<file path="src/rtl/sal_ddr_pkg.sv">
// sal_ddr_pkg: DDR command type, class priorities and DFI command encoding shared by the arbiter.
package sal_ddr_pkg;
    typedef enum logic [2:0] {
        CMD_NOP = 3'd0,
        CMD_ACT = 3'd1,
        CMD_RD  = 3'd2,
        CMD_WR  = 3'd3,
        CMD_PRE = 3'd4
    } cmd_t;
    localparam logic [1:0] PRIO_CAS = 2'd0;
    localparam logic [1:0] PRIO_ACT = 2'd1;
    localparam logic [1:0] PRIO_PRE = 2'd2;
    // {ras_n, cas_n, we_n}
    localparam logic [2:0] DFI_NOP = 3'b111;
    localparam logic [2:0] DFI_ACT = 3'b011;
    localparam logic [2:0] DFI_RD  = 3'b101;
    localparam logic [2:0] DFI_WR  = 3'b100;
    localparam logic [2:0] DFI_PRE = 3'b010;
    function automatic logic [2:0] dfi_enc(input cmd_t c);
        return (c == CMD_ACT) ? DFI_ACT :
               (c == CMD_RD)  ? DFI_RD  :
               (c == CMD_WR)  ? DFI_WR  :
               (c == CMD_PRE) ? DFI_PRE : DFI_NOP;
    endfunction
endpackage

</file>
<file path="src/rtl/sal_cmd_arb_if.sv">
// sal_cmd_arb_if: per-bank command request/grant bundle between bank controllers and the arbiter.
interface sal_cmd_arb_if #(
    parameter int BK_CNT = 8,
    parameter int ADDR_W = 14
);
    logic [BK_CNT-1:0]        req_valid_i;
    logic [BK_CNT*3-1:0]      req_cmd_i;
    logic [BK_CNT*ADDR_W-1:0] req_addr_i;
    logic [BK_CNT-1:0]        gnt_o;
    modport master (output req_valid_i, req_cmd_i, req_addr_i, input gnt_o);
    modport slave  (input req_valid_i, req_cmd_i, req_addr_i, output gnt_o);
endinterface

</file>
<file path="src/rtl/SAL_RR_ARB.sv">
// SAL_RR_ARB: combinational round-robin picker, first set request at or after i_ptr wins.
module SAL_RR_ARB #(
    parameter int N  = 8,
    parameter int PW = (N > 1) ? $clog2(N) : 1
) (
    input  logic [N-1:0]  i_req,
    input  logic [PW-1:0] i_ptr,
    output logic [N-1:0]  o_gnt
);
    logic [2*N-1:0] w_dbl;
    logic [2*N-1:0] w_back;
    logic [N-1:0]   w_rot;
    logic [N-1:0]   w_pick;
    // rotate so the pointer sits at bit 0, isolate lowest set bit, rotate back
    always_comb begin
        w_dbl  = {i_req, i_req} >> i_ptr;
        w_rot  = w_dbl[N-1:0];
        w_pick = w_rot & (~w_rot + N'(1));
        w_back = {w_pick, w_pick} << i_ptr;
        o_gnt  = w_back[2*N-1:N];
    end
endmodule

</file>
<file path="src/rtl/sal_cmd_arb.sv">
// sal_cmd_arb: DDR command arbiter with CAS>ACT>PRE priority, timing guards and a registered DFI command.
module sal_cmd_arb
    import sal_ddr_pkg::*;
#(
    parameter int BK_CNT = 8,
    parameter int ADDR_W = 14,
    parameter int BA_W   = $clog2(BK_CNT),
    parameter int TW     = 4
) (
    input  logic              clk,
    input  logic              rst,
    sal_cmd_arb_if.slave      bus,
    input  logic [TW-1:0]     t_ccd_i,
    input  logic [TW-1:0]     t_rrd_i,
    input  logic [TW-1:0]     t_wtr_i,
    input  logic [TW-1:0]     t_rtw_i,
    output logic              dfi_cs_n_o,
    output logic              dfi_ras_n_o,
    output logic              dfi_cas_n_o,
    output logic              dfi_we_n_o,
    output logic [BA_W-1:0]   dfi_bank_o,
    output logic [ADDR_W-1:0] dfi_address_o
);
    logic [BK_CNT-1:0] w_cas_el, w_act_el, w_pre_el;
    logic [BK_CNT-1:0] w_gnt_cas, w_gnt_act, w_gnt_pre, w_gnt;
    logic [TW-1:0]     r_ccd, r_rrd, r_wtr, r_rtw;
    logic [BA_W-1:0]   r_rr_ptr, w_win;
    logic [ADDR_W-1:0] w_addr;
    logic              w_any, w_rd, w_wr, w_act;
    cmd_t              w_cmd;
    logic              r_cs_n, r_ras_n, r_cas_n, r_we_n;
    logic [BA_W-1:0]   r_bank;
    logic [ADDR_W-1:0] r_addr;

    // max(x,1)-1 doubles as both the load value and the saturating decrement
    function automatic logic [TW-1:0] f_dec(input logic [TW-1:0] x);
        return (x == '0) ? '0 : x - TW'(1);
    endfunction

    for (genvar g = 0; g < BK_CNT; g++) begin : g_el
        logic [2:0] w_c;
        assign w_c         = bus.req_cmd_i[g*3 +: 3];
        assign w_cas_el[g] = bus.req_valid_i[g] && r_ccd == '0 &&
                             ((w_c == CMD_RD && r_wtr == '0) || (w_c == CMD_WR && r_rtw == '0));
        assign w_act_el[g] = bus.req_valid_i[g] && w_c == CMD_ACT && r_rrd == '0;
        assign w_pre_el[g] = bus.req_valid_i[g] && w_c == CMD_PRE;
    end

    SAL_RR_ARB #(.N(BK_CNT), .PW(BA_W)) u_rr_cas (.i_req(w_cas_el), .i_ptr(r_rr_ptr), .o_gnt(w_gnt_cas));
    SAL_RR_ARB #(.N(BK_CNT), .PW(BA_W)) u_rr_act (.i_req(w_act_el), .i_ptr(r_rr_ptr), .o_gnt(w_gnt_act));
    SAL_RR_ARB #(.N(BK_CNT), .PW(BA_W)) u_rr_pre (.i_req(w_pre_el), .i_ptr(r_rr_ptr), .o_gnt(w_gnt_pre));

    assign w_gnt     = rst         ? '0        :
                       |w_cas_el   ? w_gnt_cas :
                       |w_act_el   ? w_gnt_act : w_gnt_pre;
    assign w_any     = |w_gnt;
    assign bus.gnt_o = w_gnt;

    always_comb begin
        w_win  = '0;
        w_cmd  = CMD_NOP;
        w_addr = '0;
        for (int i = 0; i < BK_CNT; i++) begin
            if (w_gnt[i]) begin
                w_win  = BA_W'(i);
                w_cmd  = cmd_t'(bus.req_cmd_i[i*3 +: 3]);
                w_addr = bus.req_addr_i[i*ADDR_W +: ADDR_W];
            end
        end
    end

    assign w_rd  = w_any && w_cmd == CMD_RD;
    assign w_wr  = w_any && w_cmd == CMD_WR;
    assign w_act = w_any && w_cmd == CMD_ACT;

    always_ff @(posedge clk) begin
        if (rst) begin
            r_ccd    <= '0;
            r_rrd    <= '0;
            r_wtr    <= '0;
            r_rtw    <= '0;
            r_rr_ptr <= '0;
            r_cs_n   <= 1'b1;
            {r_ras_n, r_cas_n, r_we_n} <= DFI_NOP;
            r_bank   <= '0;
            r_addr   <= '0;
        end else begin
            r_ccd    <= (w_rd || w_wr) ? f_dec(t_ccd_i) : f_dec(r_ccd);
            r_rtw    <= w_rd  ? f_dec(t_rtw_i) : f_dec(r_rtw);
            r_wtr    <= w_wr  ? f_dec(t_wtr_i) : f_dec(r_wtr);
            r_rrd    <= w_act ? f_dec(t_rrd_i) : f_dec(r_rrd);
            if (w_any)
                r_rr_ptr <= (w_win == BA_W'(BK_CNT - 1)) ? '0 : w_win + BA_W'(1);
            r_cs_n   <= ~w_any;
            {r_ras_n, r_cas_n, r_we_n} <= dfi_enc(w_cmd);
            r_bank   <= w_win;
            r_addr   <= w_addr;
        end
    end

    assign dfi_cs_n_o    = r_cs_n;
    assign dfi_ras_n_o   = r_ras_n;
    assign dfi_cas_n_o   = r_cas_n;
    assign dfi_we_n_o    = r_we_n;
    assign dfi_bank_o    = r_bank;
    assign dfi_address_o = r_addr;
endmodule

</file>
<file path="src/flat_wrapper.sv">
// flat-port wrapper written by rule: the top's interface ports become plain ports
module sal_cmd_arb_flat import sal_ddr_pkg::*;
#(
    parameter int BK_CNT = 8,
    parameter int ADDR_W = 14,
    parameter int BA_W   = $clog2(BK_CNT),
    parameter int TW     = 4
)
  (clk, rst, t_ccd_i, t_rrd_i, t_wtr_i, t_rtw_i, dfi_cs_n_o, dfi_ras_n_o, dfi_cas_n_o, dfi_we_n_o, dfi_bank_o, dfi_address_o, bus_req_valid_i, bus_req_cmd_i, bus_req_addr_i, bus_gnt_o);
  sal_cmd_arb_if #(.BK_CNT(BK_CNT), .ADDR_W(ADDR_W)) bus_i ();
  input  logic clk;
  input  logic rst;
  input  logic [TW-1:0] t_ccd_i;
  input  logic [TW-1:0] t_rrd_i;
  input  logic [TW-1:0] t_wtr_i;
  input  logic [TW-1:0] t_rtw_i;
  output logic dfi_cs_n_o;
  output logic dfi_ras_n_o;
  output logic dfi_cas_n_o;
  output logic dfi_we_n_o;
  output logic [BA_W-1:0] dfi_bank_o;
  output logic [ADDR_W-1:0] dfi_address_o;
  input wire logic [$bits(bus_i.req_valid_i)-1:0] bus_req_valid_i;
  input wire logic [$bits(bus_i.req_cmd_i)-1:0] bus_req_cmd_i;
  input wire logic [$bits(bus_i.req_addr_i)-1:0] bus_req_addr_i;
  output wire logic [$bits(bus_i.gnt_o)-1:0] bus_gnt_o;
  assign bus_i.req_valid_i = bus_req_valid_i;
  assign bus_i.req_cmd_i = bus_req_cmd_i;
  assign bus_i.req_addr_i = bus_req_addr_i;
  assign bus_gnt_o = bus_i.gnt_o;
  sal_cmd_arb #(.BK_CNT(BK_CNT), .ADDR_W(ADDR_W), .BA_W(BA_W), .TW(TW)) u_core (.clk(clk), .rst(rst), .bus(bus_i), .t_ccd_i(t_ccd_i), .t_rrd_i(t_rrd_i), .t_wtr_i(t_wtr_i), .t_rtw_i(t_rtw_i), .dfi_cs_n_o(dfi_cs_n_o), .dfi_ras_n_o(dfi_ras_n_o), .dfi_cas_n_o(dfi_cas_n_o), .dfi_we_n_o(dfi_we_n_o), .dfi_bank_o(dfi_bank_o), .dfi_address_o(dfi_address_o));
endmodule
</file>
<file path="config.mk">
export PLATFORM = sky130hd
export DESIGN_NAME = sal_cmd_arb_flat
export DESIGN_NICKNAME = d
export VERILOG_FILES = /design/src/rtl/sal_ddr_pkg.sv /design/src/rtl/sal_cmd_arb_if.sv /design/src/rtl/SAL_RR_ARB.sv /design/src/rtl/sal_cmd_arb.sv /design/src/flat_wrapper.sv
export SDC_FILE = /design/constraint.sdc
export NUM_CORES = 1
export LEC_CHECK = 0
export ABC_AREA = 1
export CORE_MARGIN = 3
export CORE_UTILIZATION = 50
export DETAILED_ROUTE_END_ITERATION = 8
export GPL_TIMING_DRIVEN = 0
export PLACE_DENSITY = 0.9
export SLEW_MARGIN = 30
export SYNTH_ARGS = -nofsm -noshare
export SYNTH_HDL_FRONTEND = slang
export SYNTH_SLANG_ARGS = --single-unit
export TNS_END_PERCENT = 100
</file>
<file path="constraint.sdc">
create_clock -name clk -period 5.64 [get_ports clk]
set_clock_uncertainty 0.05 [all_clocks]
set_input_delay 0.564 -clock clk [delete_from_list [all_inputs] [get_ports clk]]
set_output_delay 0.564 -clock clk [all_outputs]
set_load 0.01 [all_outputs]
</file>
# After elaboration in Yosys (flattened, before gate mapping)
# Cells that the tools add are included.
# word_totals
register_bits,40
elab_cells,197
# classes
addsub,12
eq_ne,37
shifts,6
muxes,43
n_bitwise,7
reduce_logical,81
# ops
operator,n
2-to-1 mux 14 bit,8
logical AND 1 bit,59
== test 3 x 2 -> 1 bit (second input constant),18
2-to-1 mux 3 bit,17
2-to-1 mux 4 bit,12
<< shifter 16 x 3 -> 16 bit,3
right shift 16 x 3 -> 8 bit,3
zero test 4 bit,8
subtractor 4 x 1 -> 4 bit (second input constant),8
== test 3 bit (second input constant),10
== test 3 x 1 -> 1 bit (second input constant),9
adder 8 x 1 -> 8 bit (second input constant),3
AND 8 bit,3
2-to-1 mux 8 bit,3
inverter 8 bit,3
OR reduction 8 bit,3
logical OR 1 bit,9
2-to-1 mux 2 bit,2
adder 3 x 1 -> 3 bit (second input constant),1
OR reduction 3 bit,1
OR reduction 2 bit,1
2-to-1 mux 1 bit,1
inverter 1 bit,1

# Depth between registers and ports, before layout
# logic_depth
word_depth,24
ltp_mapped,30
depth_no_buf,30

# Hierarchy
# A second synthesis with hierarchy kept.
# hier_totals
hier_cells,1160
hier_area_um2,5941.9
# modules_own_cells
mod,n_inst,cells_each,area_per_inst_um2,seq_area_each_um2
sal_cmd_arb,1,713,3888.7,800.8
SAL_RR_ARB,3,149,684.4,0.0

# Least setup slack after synthesis
# Ideal clock, no wire load.
# synth_path
path_type,input port to output port
start,in bus_req_cmd_i[11]
end,out bus_gnt_o[4]
t_arrival_ns,2.433
t_required_ns,5.026
path_slack_ns,2.593
cell_stages,18
n_path_buf,1
path_cell_list,inv_1 -> nand2_1 -> nor2_1 -> o21ai_0 -> nand2_1 -> nor2_2 -> nand2_1 -> nor2_1 -> nand3_1 -> nand2_1 -> inv_2 -> nand2_1 -> nand4_1 -> a21o_1 -> nand3_1 -> nand2_1 -> inv_2 -> clkbuf_1
# synth_via
elab_chain_len,11
# synth_lines
item,line_no,rtl
"start, declared",flat_wrapper.sv:24,input wire logic [$bits(bus_i.req_cmd_i)-1:0] bus_req_cmd_i;
== test 3 x 1 -> 1 bit / == test 3 x 2 -> 1 bit (equally long branches),"sal_cmd_arb.sv:45, sal_cmd_arb.sv:44",
"logical AND 1 bit, on equally long branches","sal_cmd_arb.sv:45, sal_cmd_arb.sv:44",
logical AND 1 bit / logical OR 1 bit (equally long branches),"sal_cmd_arb.sv:45, sal_cmd_arb.sv:44",
right shift 16 x 3 -> 8 bit / logical AND 1 bit (equally long branches),"SAL_RR_ARB.sv:16, sal_cmd_arb.sv:43",
inverter 8 bit / right shift 16 x 3 -> 8 bit (equally long branches),"SAL_RR_ARB.sv:18, SAL_RR_ARB.sv:16",
adder 8 x 1 -> 8 bit / inverter 8 bit (equally long branches),SAL_RR_ARB.sv:18,w_pick = w_rot & (~w_rot + N'(1));
AND 8 bit / adder 8 x 1 -> 8 bit (equally long branches),SAL_RR_ARB.sv:18,
<< shifter 16 x 3 -> 16 bit / AND 8 bit (equally long branches),"SAL_RR_ARB.sv:19, SAL_RR_ARB.sv:18",
2-to-1 mux 8 bit / << shifter 16 x 3 -> 16 bit (equally long branches),"sal_cmd_arb.sv:55, SAL_RR_ARB.sv:19",
2-to-1 mux 8 bit (*),sal_cmd_arb.sv:54,|w_cas_el ? w_gnt_cas :
2-to-1 mux 8 bit (*),sal_cmd_arb.sv:53,assign w_gnt = rst ? '0 :
"end, declared",flat_wrapper.sv:26,output wire logic [$bits(bus_i.gnt_o)-1:0] bus_gnt_o;
# Mark *: on every way between the ends. The rest lies on a longest branch, timed or not.

# Final worst setup path
# layout_path
start,in bus_req_cmd_i[8]
end,out bus_gnt_o[6]
# Same word-level chain as after synthesis.

==> results.toml <==
[run_status]
outcome = "complete, no violations"

[clock_network]
clock_tree.htree_level_count = 2
post_cts.repair.setup_buffers = 0
tritoncts = "yes"
cts_buffer_depth = 2
post_cts_hold_buffer_count = 0
cts_buffers = 5
worst_setup_hold_path_clk_slew_ns = 0.09
clk_root_buf = "clkbuf_8"
clock_latency_ns = 0.31
clock_sinks = 40
cts-resized-gates = 0

[min_path]
hold-path-cell-count = 2
worstHoldPathType = "reg -> reg"
holdPathEnd = "u_core.r_rrd[3]"
hold_path_startpoint = "u_core.r_rrd[3]"

[worst_setup_path]
crit_path_max_fanout = 10
critPathKind = "in -> out"
critical_path_buf_inv_count = 6
worstPathCellList = "clkdlybuf4s50_1 -> inv_1 -> nand2_1 -> nor2_1 -> o21ai_0 -> nand2_1 -> nor2_2 -> nand2_1 -> nor2_1 -> nand3_1 -> nand2_1 -> inv_2 -> nand2_1 -> nand4_1 -> nand3_1 -> nand2_1 -> nand2_1 -> nand3_2 -> clkinv_1 -> clkbuf_1 -> clkdlybuf4s50_1"
r2r_end = "u_core.r_rr_ptr[2]"
worstSetupStartpointType = "input port"
critPathMostFrequentCell = "nand2_1"
cp_startpoint = "bus_req_cmd_i[8]"
critical_path.endpoint_type = "primary output"
worst_r2r_path_depth = 25
critical_path.top_delay_family = "buffers and inverters"
r2r_start = "u_core.r_wtr[2]"
worst-endpoint-required_ns = 5.03
crit_path_top_delay_cell = "clkdlybuf4s50_1"
worst_ep_arrival_time_ns = 4.42
worst_path_largest_cell_delay_ns = 0.65
worst_setup_slack_for_register_to_register_paths_ns = 2.14

[detailed_routing]
final_antenna_violating_net_count = 0
route.vias.total = 7304
wl_per_cell_um = 15.3
totalWireLength_um = 20300
drtPass1Iterations = 5
detail_route.drc_violations = 0
avgViaCountPerCell = 5.50
dr.first_iter.drc_count = 563

[timing]
totalNegativeSetupSlack_ns = 0
rel_slew_slack = 0.655
maximum_clock_rate_mhz = 199
timing_max_transition_violations_final = 0
setup_repair_after_global_routing_missed_its_margin = "false"
final_min_period_over_clock_period = 0.892
setup_viol = 0
setup_ws_ns = 0.611
period_needed_ns = 5.03
timing_worst_slew_pin_value_ns = 0.517
report.final.hold_viol_count = 0

[floorplan]
die_area_mm2 = 0.0116
die_h_um = 108
std_cell_rows = 36
total_i_o_pin_count = 191
placeableCoreArea_mm2 = 0.00991
initial_core_util = 0.523
fp.dieW_um = 108

[synthesis]
mappedNetlistNets = 1161
yosysTopAreaCellShare = 0.297
ys_ff_latch = 40
yosysMostFrequentCell = "nand2_1"
synth.area.top_cells = "nand2_1 (30%), dfxtp_1 (15%), nand3_1 (15%)"
number_of_flops_mapped_to_enable_cells_by_yosys = 0
ys.flop_type = "dfxtp_1"
postSynth.asyncResetShare = 0
yosys_warnings = 0
synth.avg_cell_area_um2 = 5.20
ys_seq_area_frac = 0.155
synth_cell_types = 39
yosys-top-cells-count = "nand2_1 (410), nand3_1 (159), nor2_1 (87)"
synth_top_area_cell = "nand2_1"
synth_area_mm2 = 0.00518
syn-instance-count = 997

[placement]
pre_cts_slack_ns = 0.737
dp_cells = 1319
numPortBuffers = 189
gp_congestion = 0.967
detailedPlacementHpwl_um = 17000
place_area_mm2 = 0.00724

[global_route]
grt_antenna_before_repair = 0
global_route_wire_length_before_repair_um = 32000
first_global_vias = 6851
grt_use_total = 0.344
maximum_number_of_pins_on_one_net_before_global_route_repair = 15
grt_remaining_overflow = 0

[power]
vdd_ir_drop_max_uv = 396
power_leakage_uw = 0.00359
power_density_mw_per_mm2 = 529

[run]
max-cap-violations = 0

[final_layout]
finalCoreUtilization = 0.742
layoutNonFillerInstCount = 1327
antenna_cells_inserted = 0
drive_gt1_frac = 0.0871
finalInstanceArea_mm2 = 0.00735
nNetsFinal = 1357
flow.area_growth_from_synthesis_pct = 41.9
[flip-flops by register name, indices dropped and copies added (netlist names)]
register              flops
u_core.dfi_address_o     14
u_core.r_ccd              4
u_core.r_rrd              4
u_core.r_rtw              4
u_core.r_wtr              4
u_core.dfi_bank_o         3
u_core.r_rr_ptr           3
u_core.dfi_cas_n_o        1
u_core.dfi_cs_n_o         1
u_core.dfi_ras_n_o        1
u_core.dfi_we_n_o         1
[area by class of cell]
type	instances	area, um^2
Buffer	38	210
Clock buffer	5	68.8
Clock inverter	3	46.3
Fill cell	879	2550
Inverter	84	322
Multi-Input combinational cell	835	3850
Sequential cell	40	801
Tap cell	133	166
Timing Repair Buffer	189	1890
[layer usage]
metal | track usage | up-vias | routed length (um)
met1 | 0.405 | 3236 | 7750
li1 | - | 3649 | -
met2 | 0.623 | 359 | 9930
met4 | 0.142 | 0 | 863
met3 | 0.0438 | 60 | 1710
met5 | 0 | - | 0
[where the power goes]
group          switching [uW]  internal [uW]  leakage (uW)  total (uW)
clock network             119            134     0.0000548         252
registers                54.7            427      0.000334         482
logic                    1990           1170       0.00320        3160
total                    2170           1730       0.00359        3890
[worst max-delay path by stage]
stage	end	slack [ns]	cells after the start
2_1_floorplan	bus_gnt_o[4]	2.59	18
3_3_place_gp	bus_gnt_o[6]	0.74	21
3_5_place_dp	bus_gnt_o[6]	0.74	21
4_1_cts	bus_gnt_o[6]	0.72	21
5_1_grt	bus_gnt_o[6]	0.38	21
6_report	bus_gnt_o[6]	0.61	21
[kinds of logic (layout without fill, tap and decap cells)]
family | count (synthesis) | in the layout | share of synthesized area
simple gates | 757 | 757 | 0.651
buf+inv | 122 | 319 | 0.103
compound gates | 76 | 76 | 0.0872
flops | 40 | 40 | 0.155
fa+ha+maj | 2 | 2 | 0.00483
[worst register-to-register path, stage by stage (launching register included)]
cell,delay (ns)
dfxtp_1,0.33
inv_2,0.08
nand2_2,0.06
nor2_4,0.27
nand2_1,0.09
nand2_1,0.14
nand3_1,0.15
nand2_1,0.13
nand2_1,0.07
nand2_1,0.08
nand2_1,0.06
nand2_1,0.11
nor2_1,0.05
nand3_1,0.08
nand2_1,0.10
nand3_1,0.11
nand3_1,0.08
nand2_1,0.12
a21oi_1,0.13
nand2_1,0.14
inv_2,0.09
nor3_1,0.31
inv_1,0.08
ha_1,0.30
nor2_1,0.13
nor2_1,0.06
[cells in the final DEF, fill, tap and decap left out, types with 11 or more instances in the layout]
cell	count
nor2_1	87
nand2_2	14
nor2_2	16
a221oi_1	14
o21ai_1	11
dfxtp_1	40
inv_1	64
inv_2	16
nand2_1	410
nand4_1	30
a21oi_1	28
nor3_1	16
o21ai_0	16
nand3_1	159
clkbuf_1	11
clkdlybuf4s50_1	189
buf_2	18
[per-stage QoR]
stage	total power [uW]	hold slack (ns)
2_1_floorplan	2660	0.407
3_3_place_gp	3550	0.423
3_5_place_dp	3590	0.427
4_1_cts	3860	0.444
5_1_grt	4280	0.458
6_report	3890	0.440
No activity file was read; power rests on OpenSTA's default activity.
